==> config.mk <==
export PLATFORM = sky130hd
export DESIGN_NAME = fetch_decode_buffer
export DESIGN_NICKNAME = d
export VERILOG_FILES = /design/src/rtl/fetch_decode_buffer.sv
export SDC_FILE = /design/constraint.sdc
export NUM_CORES = 1
export LEC_CHECK = 0
export BUFFER_PORTS_ARGS = -buffer_cell sky130_fd_sc_hd__buf_4
export CORE_AREA = 2 2 125 127
export DETAILED_ROUTE_END_ITERATION = 8
export DIE_AREA = 0 0 127 129
export PLACE_DENSITY_LB_ADDON = 0.25
export SYNTH_ARGS = -nofsm -noshare
export SYNTH_HDL_FRONTEND = slang
export SYNTH_SLANG_ARGS = --single-unit
==> constraint.sdc <==
create_clock -name clk -period 7.8 [get_ports clk]
set_input_delay 0.78 -clock clk [delete_from_list [all_inputs] [get_ports clk]]
set_output_delay 0.78 -clock clk [all_outputs]
set_load 0.02 [all_outputs]
==> src/rtl/fetch_decode_buffer.sv <==
// Fetch->Decode instruction buffer: in-order FIFO of {pc, inst} pairs with flush on redirect.
// Latency: one cycle from an accepted push into an empty buffer to out_*; no comb in->out path.
// Backpressure: in_ready = !full from registered count only; a pop while full does not admit a push.
//
// Ports:
//   clk, rst_n                     clock, asynchronous active-low reset
//   in_valid/in_inst/in_pc/in_ready  Fetch side handshake and payload
//   flush                          drop every entry and this cycle's input
//   out_valid/out_inst/out_pc/out_ready  Decode side; NOP_INST / 0 presented when empty
//   count                          occupancy 0..DEPTH
//   stall_cnt                      (FETCH_DECODE_STALL_CNT_EN only) saturating count of
//                                  cycles where Decode held off a valid head
//
// Optional feature macro: FETCH_DECODE_STALL_CNT_EN
module fetch_decode_buffer #(
    parameter int                DATA_W   = 32,
    parameter int                DEPTH    = 2,
    parameter logic [DATA_W-1:0] NOP_INST = '0
) (
    input  logic                    clk,
    input  logic                    rst_n,
    input  logic                    in_valid,
    input  logic [DATA_W-1:0]       in_inst,
    input  logic [DATA_W-1:0]       in_pc,
    output logic                    in_ready,
    input  logic                    flush,
    output logic                    out_valid,
    output logic [DATA_W-1:0]       out_inst,
    output logic [DATA_W-1:0]       out_pc,
    input  logic                    out_ready,
    output logic [$clog2(DEPTH):0]  count
`ifdef FETCH_DECODE_STALL_CNT_EN
    ,
    output logic [15:0]             stall_cnt
`endif
);

    localparam int PTR_W = $clog2(DEPTH);
    localparam int CNT_W = PTR_W + 1;

    typedef struct packed {
        logic [DATA_W-1:0] pc;
        logic [DATA_W-1:0] inst;
    } entry_t;

    entry_t              r_mem [DEPTH];
    logic [PTR_W-1:0]    r_wr_ptr;
    logic [PTR_W-1:0]    r_rd_ptr;
    logic [CNT_W-1:0]    r_count;

    logic                w_push;
    logic                w_pop;
    logic                w_not_empty;
    entry_t              w_head;
    entry_t              w_wr_entry;

    // Status is derived only from the registered count so that in_ready and
    // out_valid never depend combinationally on the inputs.
    assign w_not_empty = (r_count != '0);
    assign in_ready    = (r_count != CNT_W'(DEPTH));
    assign out_valid   = w_not_empty;
    assign count       = r_count;

    // Flush suppresses both sides of the handshake for this edge.
    assign w_push = in_valid & in_ready & ~flush;
    assign w_pop  = w_not_empty & out_ready & ~flush;

    assign w_wr_entry.pc   = in_pc;
    assign w_wr_entry.inst = in_inst;

    assign w_head   = r_mem[r_rd_ptr];
    assign out_inst = w_not_empty ? w_head.inst : NOP_INST;
    assign out_pc   = w_not_empty ? w_head.pc   : '0;

    // Storage needs no reset: an entry is only observed after it was written.
    always_ff @(posedge clk) begin
        if (w_push) begin
            r_mem[r_wr_ptr] <= w_wr_entry;
        end
    end

    // DEPTH is a power of two, so natural pointer overflow is the modulo wrap.
    always_ff @(posedge clk or negedge rst_n) begin
        if (!rst_n) begin
            r_wr_ptr <= '0;
            r_rd_ptr <= '0;
            r_count  <= '0;
        end else if (flush) begin
            r_wr_ptr <= '0;
            r_rd_ptr <= '0;
            r_count  <= '0;
        end else begin
            if (w_push) begin
                r_wr_ptr <= r_wr_ptr + PTR_W'(1);
            end
            if (w_pop) begin
                r_rd_ptr <= r_rd_ptr + PTR_W'(1);
            end
            if (w_push && !w_pop) begin
                r_count <= r_count + CNT_W'(1);
            end else if (w_pop && !w_push) begin
                r_count <= r_count - CNT_W'(1);
            end
        end
    end

`ifdef FETCH_DECODE_STALL_CNT_EN
    logic [15:0] r_stall_cnt;

    // Performance counter survives flushes; only reset clears it.
    always_ff @(posedge clk or negedge rst_n) begin
        if (!rst_n) begin
            r_stall_cnt <= '0;
        end else if (w_not_empty && !out_ready && !flush && (r_stall_cnt != 16'hFFFF)) begin
            r_stall_cnt <= r_stall_cnt + 16'd1;
        end
    end

    assign stall_cnt = r_stall_cnt;
`endif

endmodule
Yosys cells after proc, flatten, opt, wreduce, memory -nomap -nowiden --
Memories as Yosys holds them, arrays and structs flattened. Index checks and enable logic that the tools add are counted.
Word-level totals: register bits after elaboration 4, RAM bits 128, input bits 69, output and inout port bits 68, word-level logic and storage cells 33, memories 1
Memories:
- r_mem | depth 2, width 64, rd ports 1, clocked after Yosys merged registers in 0, wr ports 1, RTL line 46 | entry_t r_mem [DEPTH];
Operators by class: $add $sub $neg 4, eq/ne operators 1, mux-type cells 11, bitwise gates (word level) 5, reductions and logical operators 8
Operators by type and width (number):
- two-way mux 32 bit | 2
- two-way mux 1 bit | 6
- two-way mux 2 bit | 3
- nonzero test 2 bit | 3
- AND 1 bit | 4
- nonzero test 3 bit | 1
- adder 1 bit, second input constant | 2
- adder 2 x 1 -> 2 bit, second input constant | 1
- logical AND 1 bit | 2
- zero test 1 bit | 2
- != test 2 bit, second input constant | 1
- subtractor 2 x 1 -> 2 bit, second input constant | 1
- inverter 1 bit | 1

Longest topological paths before layout --
Gate-level depths: netlist (run 1).
depth in word-level cells 8, mapped depth 4, gate-level depth less buffers 4

Worst setup path before layout (run 1) --
No wires, ideal clock.
path type reg2reg, start point register r_count[1] (netlist: count[1]), end point memory r_mem[1][0] (netlist bit), enable pin, setup time 578 ps, arrival time 5580 ps, data required time 7222 ps, slack 1643 ps, stages on the path, launching flop included 5, path buffers 0, period minus slack after synthesis 6157 ps, cells stage by stage dfrtp_1 nor2b_2 inv_2 nand2_1 nor3b_1
Between the ends: cells in the longest elaborated chain, start to end 5
Ends and longest elaborated chain:
- from (decl) | RTL line 49 | logic [CNT_W-1:0] r_count;
- from (signal assigned) | RTL line 100 | r_count <= r_count + CNT_W'(1);
- from (signal assigned) | RTL line 102 | r_count <= r_count - CNT_W'(1);
- != test 2 bit | RTL line 60 | assign in_ready = (r_count != CNT_W'(DEPTH));
- named net in_ready | RTL line 25 | output logic in_ready,
- AND 1 bit (2 in series) | RTL line 65 | assign w_push = in_valid & in_ready & ~flush;
- two-way mux 1 bit | RTL line 77 | if (w_push) begin
- two-way mux 1 bit (not written as such) | RTL line 78 | r_mem[r_wr_ptr] <= w_wr_entry;
- to (decl) | RTL line 46
The timed path passes the listed nets, and every way through them passes these cells.

Worst setup path after layout (run 1) --
start point register r_rd_ptr, end point output port out_inst[21]
Between the ends: cells in the longest elaborated chain, start to end 2
Ends and longest elaborated chain:
- from (decl) | RTL line 48 | logic [PTR_W-1:0] r_rd_ptr;
- from (signal assigned) | RTL line 97 | r_rd_ptr <= r_rd_ptr + PTR_W'(1);
- memory read (2 x 64 bit)
- two-way mux 32 bit | RTL line 72 | assign out_inst = w_not_empty ? w_head.inst : NOP_INST;
- to (decl) | RTL line 28 | output logic [DATA_W-1:0] out_inst,
No other way between the ends.

==> results.toml, run 1 <==
[logic_synthesis]
synth_top_cell_by_area = "sky130_fd_sc_hd__edfxtp_1"
yosys_most_used_dff = "sky130_fd_sc_hd__edfxtp_1"
yosys_warnings = 0
post_synth.cell_area_avg_um2 = 17.0
yosys.cell_count.top_type = "sky130_fd_sc_hd__edfxtp_1"
post_synth_inst_count = 297
synth.cell_area_um2 = 5040
number_of_register_bits_inferred_by_synthesis = 132
synth_cell_type_count = 21
leading_cell_types_by_total_area_after_synthesis = "sky130_fd_sc_hd__edfxtp_1 (76%), sky130_fd_sc_hd__mux2i_1 (13%), sky130_fd_sc_hd__nor2_1 (4.9%)"
synth_top_cell_area_share_pct = 76.2
synth_edf_count = 128
synth_fp_nets = 366
ys_top_cells_by_count = "sky130_fd_sc_hd__edfxtp_1 (128), sky130_fd_sc_hd__nor2_1 (66), sky130_fd_sc_hd__mux2i_1 (65)"
sequential_element_share_of_the_synthesized_area_pct = 78.2
postSynth.asyncResetShare_pct = 3.03

[sta]
maxSlewHeadroom_pct = 21.2
setup_slack_ns = 4.80
maxSlewViolCount = 0
grt_setup_unrepaired = "false"
final_min_period_over_clock_period_pct = 38.4
finalHoldWorstSlack_ns = 0.164
fin_setup_tns_ns = 0
hold_violation_total_from_the_final_report = 0
clock.fmax_ghz = 0.333
finalWorstPathRequiredPeriod_ns = 3.00
actual_transition_at_the_worst_max_transition_pin_ns = 1.18
timing.clock.skew_ns = 0.00295
final-setup-viol-count = 0

[power]
share_clk_of_total_power_pct = 42.9
pwr-share-seq_pct = 46.6
internal_power_w = 0.00139
swShare_pct = 22.0
power.ir.vdd_worst_v = 0.000144
power_leakage_nw = 2.55
combinational_cell_fraction_of_total_power_pct = 10.5
power.density_cell_area_nw_per_um2 = 260
switching_power_w = 0.000392

[setup_path]
setup.reg_to_reg.worst_slack_ns = 5.89
r2r-start = "count[1]"
biggest_cell_delay_along_the_critical_path_ns = 1.20
arrival_ns = 2.22
critPathKind = "flip-flop to output pin"
ff2ff_path_depth = 5
crit_path_cell_trace = "mux2i_1 -> nor2_1 -> buf_4"
maximum_fanout_encountered_on_the_critical_timing_path = 65
setup.worst_path.end_class = "output pin"
critical_path.n_buffers_inverters = 1
critical_path.startpoint_type = "flip-flop"
critical-path-slowest-cell = "sky130_fd_sc_hd__dfrtp_4"
crit-reg2reg-capture = "r_mem[1][24]"
timing.critical_path.max_delay_family = "flip-flops"
crit_required_ns = 7.02

[die]
io-pin-count = 137
core.rowCount = 45
core_region_area_um2 = 15000
chip_height_um = 129
start_util_pct = 33.7
die_area_um2 = 16400
dieWidth_um = 127

[worst_hold_path]
hp-class = "input port to asynchronous set/reset pin"

[detailed_routing]
antenna_violating_nets_post_route = 0
totalWireLength_mm = 9.81
total_vias_in_the_final_route = 2940
initialDrtViolationCount = 106
detail_route.wl_per_cell_um = 15.2
final_routed_drc_violation_total = 0
vias_per_cell = 4.57
dr.pass1.iters = 4

[clocking]
post_cts_hold_buffer_count = 0
h_tree_levels = 4
tritoncts = "done"
post_cts_buffers = 0
cts-root-buf = "sky130_fd_sc_hd__clkbuf_16"
post_cts.resized_instances = 0
clock_tree.buffer_depth = 2
clk-insertion-delay-late_ns = 0.41
clock-sinks = 132
cts_buffers = 17
path_clk_slew_ns = 0.05

[finish]
num-nets-final = 512
layout_cell_share_with_drive_strength_beyond_1_pct = 38.2
area_growth_syn_to_layout_pct = 35.8
antenna-diode-count = 0

[placement]
gpl_wtd_cong = 0.688
dp.final_hpwl_mm = 6.11
pre_cts_ws_ns = 5.18
port_buffers = 136

[global_routing]
grtUsageTotal_pct = 12.7
global_route.overflow_total = 0
antenna_found_initial = 0
maximum_number_of_pins_on_one_net_before_global_route_repair = 66
via_count_of_the_first_global_routing_pass = 3036
first_pass_grt_wire_length_mm = 15.4

[run]
maxCapViolCount = 0

[status]
status = "finished, final reports clean"
[cell type report]
class                           count  area (µm²)
Fill cell                        1366        8130
Sequential cell                   132        3950
Timing Repair Buffer              141        1060
Multi-Input combinational cell    148        1020
Clock buffer                       19         433
Tap cell                          188         235
Clock inverter                     13         140
Inverter                            3        11.3
[flip-flops by register name (all words and copies together) (netlist names)]
| name | count |
|---|---|
| count | 2 |
| r_rd_ptr | 1 |
| r_wr_ptr | 1 |
| r_mem | 128 |
[cells in the final DEF, fill, tap and decap left out]
cell type	count
sky130_fd_sc_hd__a21o_1	1
sky130_fd_sc_hd__a21oi_1	4
sky130_fd_sc_hd__buf_4	141
sky130_fd_sc_hd__bufinv_16	3
sky130_fd_sc_hd__clkbuf_1	2
sky130_fd_sc_hd__clkbuf_16	17
sky130_fd_sc_hd__clkinv_1	4
sky130_fd_sc_hd__clkinv_2	4
sky130_fd_sc_hd__clkinvlp_4	2
sky130_fd_sc_hd__dfrtp_1	3
sky130_fd_sc_hd__dfrtp_4	1
sky130_fd_sc_hd__edfxtp_1	128
sky130_fd_sc_hd__inv_1	1
sky130_fd_sc_hd__inv_2	2
sky130_fd_sc_hd__mux2i_1	65
sky130_fd_sc_hd__nand2_1	1
sky130_fd_sc_hd__nand3b_1	1
sky130_fd_sc_hd__nor2_1	65
sky130_fd_sc_hd__nor2_4	1
sky130_fd_sc_hd__nor2b_2	1
sky130_fd_sc_hd__nor3_2	1
sky130_fd_sc_hd__nor3b_1	1
sky130_fd_sc_hd__nor3b_2	1
sky130_fd_sc_hd__o211ai_1	1
sky130_fd_sc_hd__o21ai_0	2
sky130_fd_sc_hd__or2_0	1
sky130_fd_sc_hd__or3_1	1
sky130_fd_sc_hd__xor2_1	1
[worst max-delay path by stage]
| stage | startpoint | cells past startpoint | endpoint |
|---|---|---|---|
| 6_report | r_rd_ptr | 3 | out_inst[21] |
| 5_1_grt | r_rd_ptr | 3 | out_inst[13] |
| 4_1_cts | r_rd_ptr | 3 | out_inst[11] |
| 3_3_place_gp | r_rd_ptr | 3 | out_pc[13] |
| 3_5_place_dp | r_rd_ptr | 3 | out_inst[11] |
| 2_1_floorplan | count[1] | 4 | r_mem[1][0] |
[per-layer routing]
| layer | part of all wire, % | track usage (%) |
|---|---|---|
| met5 | 0 | 0 |
| met4 | 1.5 | 6.40 |
| met3 | 5.3 | 3.99 |
| met2 | 51 | 21.0 |
| met1 | 43 | 15.1 |
[through the flow]
stage,instances,utilization [%],power (W),instance area [µm²]
after floorplan,297,-,0.000945,5040
after global placement,612,41.9,0.00103,6270
after detailed placement,612,41.9,0.00104,6270
after CTS,644,45.7,0.00181,6850
after global routing,644,45.7,0.00186,6850
final,644,45.7,0.00178,6850
[power by group through the flow]
stage	combinational (W)	sequential [W]	clock, W
after global placement	0.000189	0.000845	0
after floorplan	0.000113	0.000832	0
after CTS	0.000192	0.000832	0.000788
after detailed placement	0.000191	0.000847	0
after global routing	0.000204	0.000834	0.000826
final	0.000187	0.000831	0.000765
[kinds of logic after synthesis]
kind of cell           after synthesis  synth area share, %
AND/OR/NAND/NOR                     74                 5.95
buffers and inverters               17                 1.89
AO/OA/AOI/OAI                        8                0.893
flip-flops                         132                 78.2
XOR/XNOR                             1                0.174
multiplexers                        65                 12.9
(Power assumes the default switching activity.)
==> run 2, diff against run 1 <==
==> constraint.sdc (replaced) <==
create_clock -name clk -period 2.55 [get_ports clk]
set_input_delay 0.255 -clock clk [delete_from_list [all_inputs] [get_ports clk]]
set_output_delay 0.255 -clock clk [all_outputs]
set_load 0.02 [all_outputs]
==> results.toml, run 2 (same netlist as run 1, synthesis figures left out) <==
[status]
status = "finished, final reports clean"

[detailed_routing]
totalWireLength_mm = 9.87
vias_per_cell = 4.46
drt-met1-wl_mm = 4.19
detail_route.wl_per_cell_um = 15.3
top_signal_layer_used = "met4"
met2RoutedLength_mm = 4.78
final_routed_drc_violation_total = 0
total_vias_in_the_final_route = 2888
met3_wirelength_um = 692
dr.pass1.iters = 4
antenna_violating_nets_post_route = 0
initialDrtViolationCount = 113

[global_routing]
maximum_number_of_pins_on_one_net_before_global_route_repair = 47
antenna_found_initial = 0
grtUsageTotal_pct = 12.6
first_pass_grt_wire_length_mm = 15.3
via_count_of_the_first_global_routing_pass = 2962
global_route.overflow_total = 0

[die]
core.rowCount = 45
core_region_area_um2 = 15000
start_util_pct = 33.7
dieWidth_um = 127
io-pin-count = 137
chip_height_um = 129
die_area_um2 = 16400

[clocking]
cts-root-buf = "sky130_fd_sc_hd__clkbuf_16"
cts_buffers = 17
clock_tree.buffer_depth = 2
clk-insertion-delay-late_ns = 0.40
path_clk_slew_ns = 0.05
post_cts_buffers = 0
tritoncts = "done"
h_tree_levels = 4
clock-sinks = 132

[sta]
maxSlewHeadroom_pct = 62.8
fin_setup_tns_ns = 0
hold_violation_total_from_the_final_report = 0
final-setup-viol-count = 0
finalWorstPathRequiredPeriod_ns = 2.14
grt_setup_unrepaired = "false"
clock.fmax_ghz = 0.467
maxSlewViolCount = 0
timing.clock.skew_ns = 0.00535
final_min_period_over_clock_period_pct = 84.0
actual_transition_at_the_worst_max_transition_pin_ns = 0.558

[finish]
layout_cell_share_with_drive_strength_beyond_1_pct = 38.1
num-nets-final = 517
area_growth_syn_to_layout_pct = 36.6
antenna-diode-count = 0
largest-register = "r_mem"
final_util_pct = 46.0
layout_commonest_cell = "sky130_fd_sc_hd__buf_4"
largest_reg_flops = 128
filler_cell_count = 1345
finalNonFillerCells = 647
layout.cells.most_common_list = "sky130_fd_sc_hd__buf_4 (144), sky130_fd_sc_hd__edfxtp_1 (128), sky130_fd_sc_hd__mux2i_1 (65), sky130_fd_sc_hd__nor2_1 (65), sky130_fd_sc_hd__clkbuf_16 (17)"

[setup_path]
crit_required_ns = 2.30
ff2ff_path_depth = 5
maximum_fanout_encountered_on_the_critical_timing_path = 25
arrival_ns = 1.89
critPathKind = "flip-flop to output pin"
critical_path.startpoint_type = "flip-flop"
setup.worst_path.end_class = "output pin"

[worst_hold_path]
hp-class = "input port to flip-flop"
hold_path_depth = 1

[placement]
dpl.cell_count = 616
gpl_wtd_cong = 0.689
port_buffers = 136
dp.final_hpwl_mm = 6.38

[power]
power.density_cell_area_nw_per_um2 = 775
power.ir.vdd_worst_v = 0.000381
totalPowerFinal_w = 0.00533
power_leakage_nw = 2.56

[run]
maxCapViolCount = 0
==> run 2: timing repair <==
action,CTS,global route
hold endpoints to repair,4,0
gates resized for setup,0,0
hold buffers,1,0
==> run 2: routing by layer <==
metal / up-vias / GRT usage, %
li1: 1400 / -
met1: 1375 / 14.8
met2: 97 / 20.4
met4: 0 / 6.14
met5: - / 0
met3: 16 / 4.78
==> run 2: per-stage QoR <==
stage | setup WS, ns | hold WS (ns) | area, µm²
final | 0.408 | 0.0344 | 6890
after global routing | 0.226 | 0.0101 | 6890
after CTS | 0.342 | 0.0148 | 6890
after detailed placement | 0.778 | 0.0626 | 6350
after global placement | 0.796 | 0.0592 | 6350
after floorplan | -0.327 | -0.0406 | 5080
==> run 2: power breakdown <==
| group | switching, W | internal, W |
|---|---|---|
| combinational | 0.000340 | 0.000280 |
| sequential | 0.0000409 | 0.00247 |
| clock | 0.000792 | 0.00141 |
| total | 0.00117 | 0.00416 |
==> run 2: critical path, cell delays in order, from the launching register on <==
cell and delay [ns]:
sky130_fd_sc_hd__dfrtp_4 0.71, sky130_fd_sc_hd__buf_4 0.32, sky130_fd_sc_hd__mux2i_1 0.21, sky130_fd_sc_hd__nor2_1 0.06, sky130_fd_sc_hd__buf_4 0.18
==> run 2: path summary, 6_finish.rpt <==
path | start | endpoint | slack, ns
setup / recovery | r_rd_ptr | out_inst[4] | 0.41
hold / removal | in_inst[10] | r_mem[1][10] | 0.03
setup reg to reg | count[1] | r_mem[1][30] | 0.80
hold reg to reg | r_wr_ptr | r_wr_ptr | 0.64
max in group asynchronous | rst_n | r_rd_ptr | 2.23
min in group asynchronous | rst_n | count[0] | 0.20
==> run 2: cell type report <==
cell class / instances / area (µm²) / share of cell area [%]
flip-flops and latches: 132 / 3950 / 57.3
repair buffers: 146 / 1110 / 16.1
multi-input cells: 148 / 1050 / 15.2
clock buffers: 22 / 444 / 6.45
well taps: 188 / 235 / 3.42
clock inverters: 8 / 86.3 / 1.25
inverters: 3 / 13.8 / 0.200
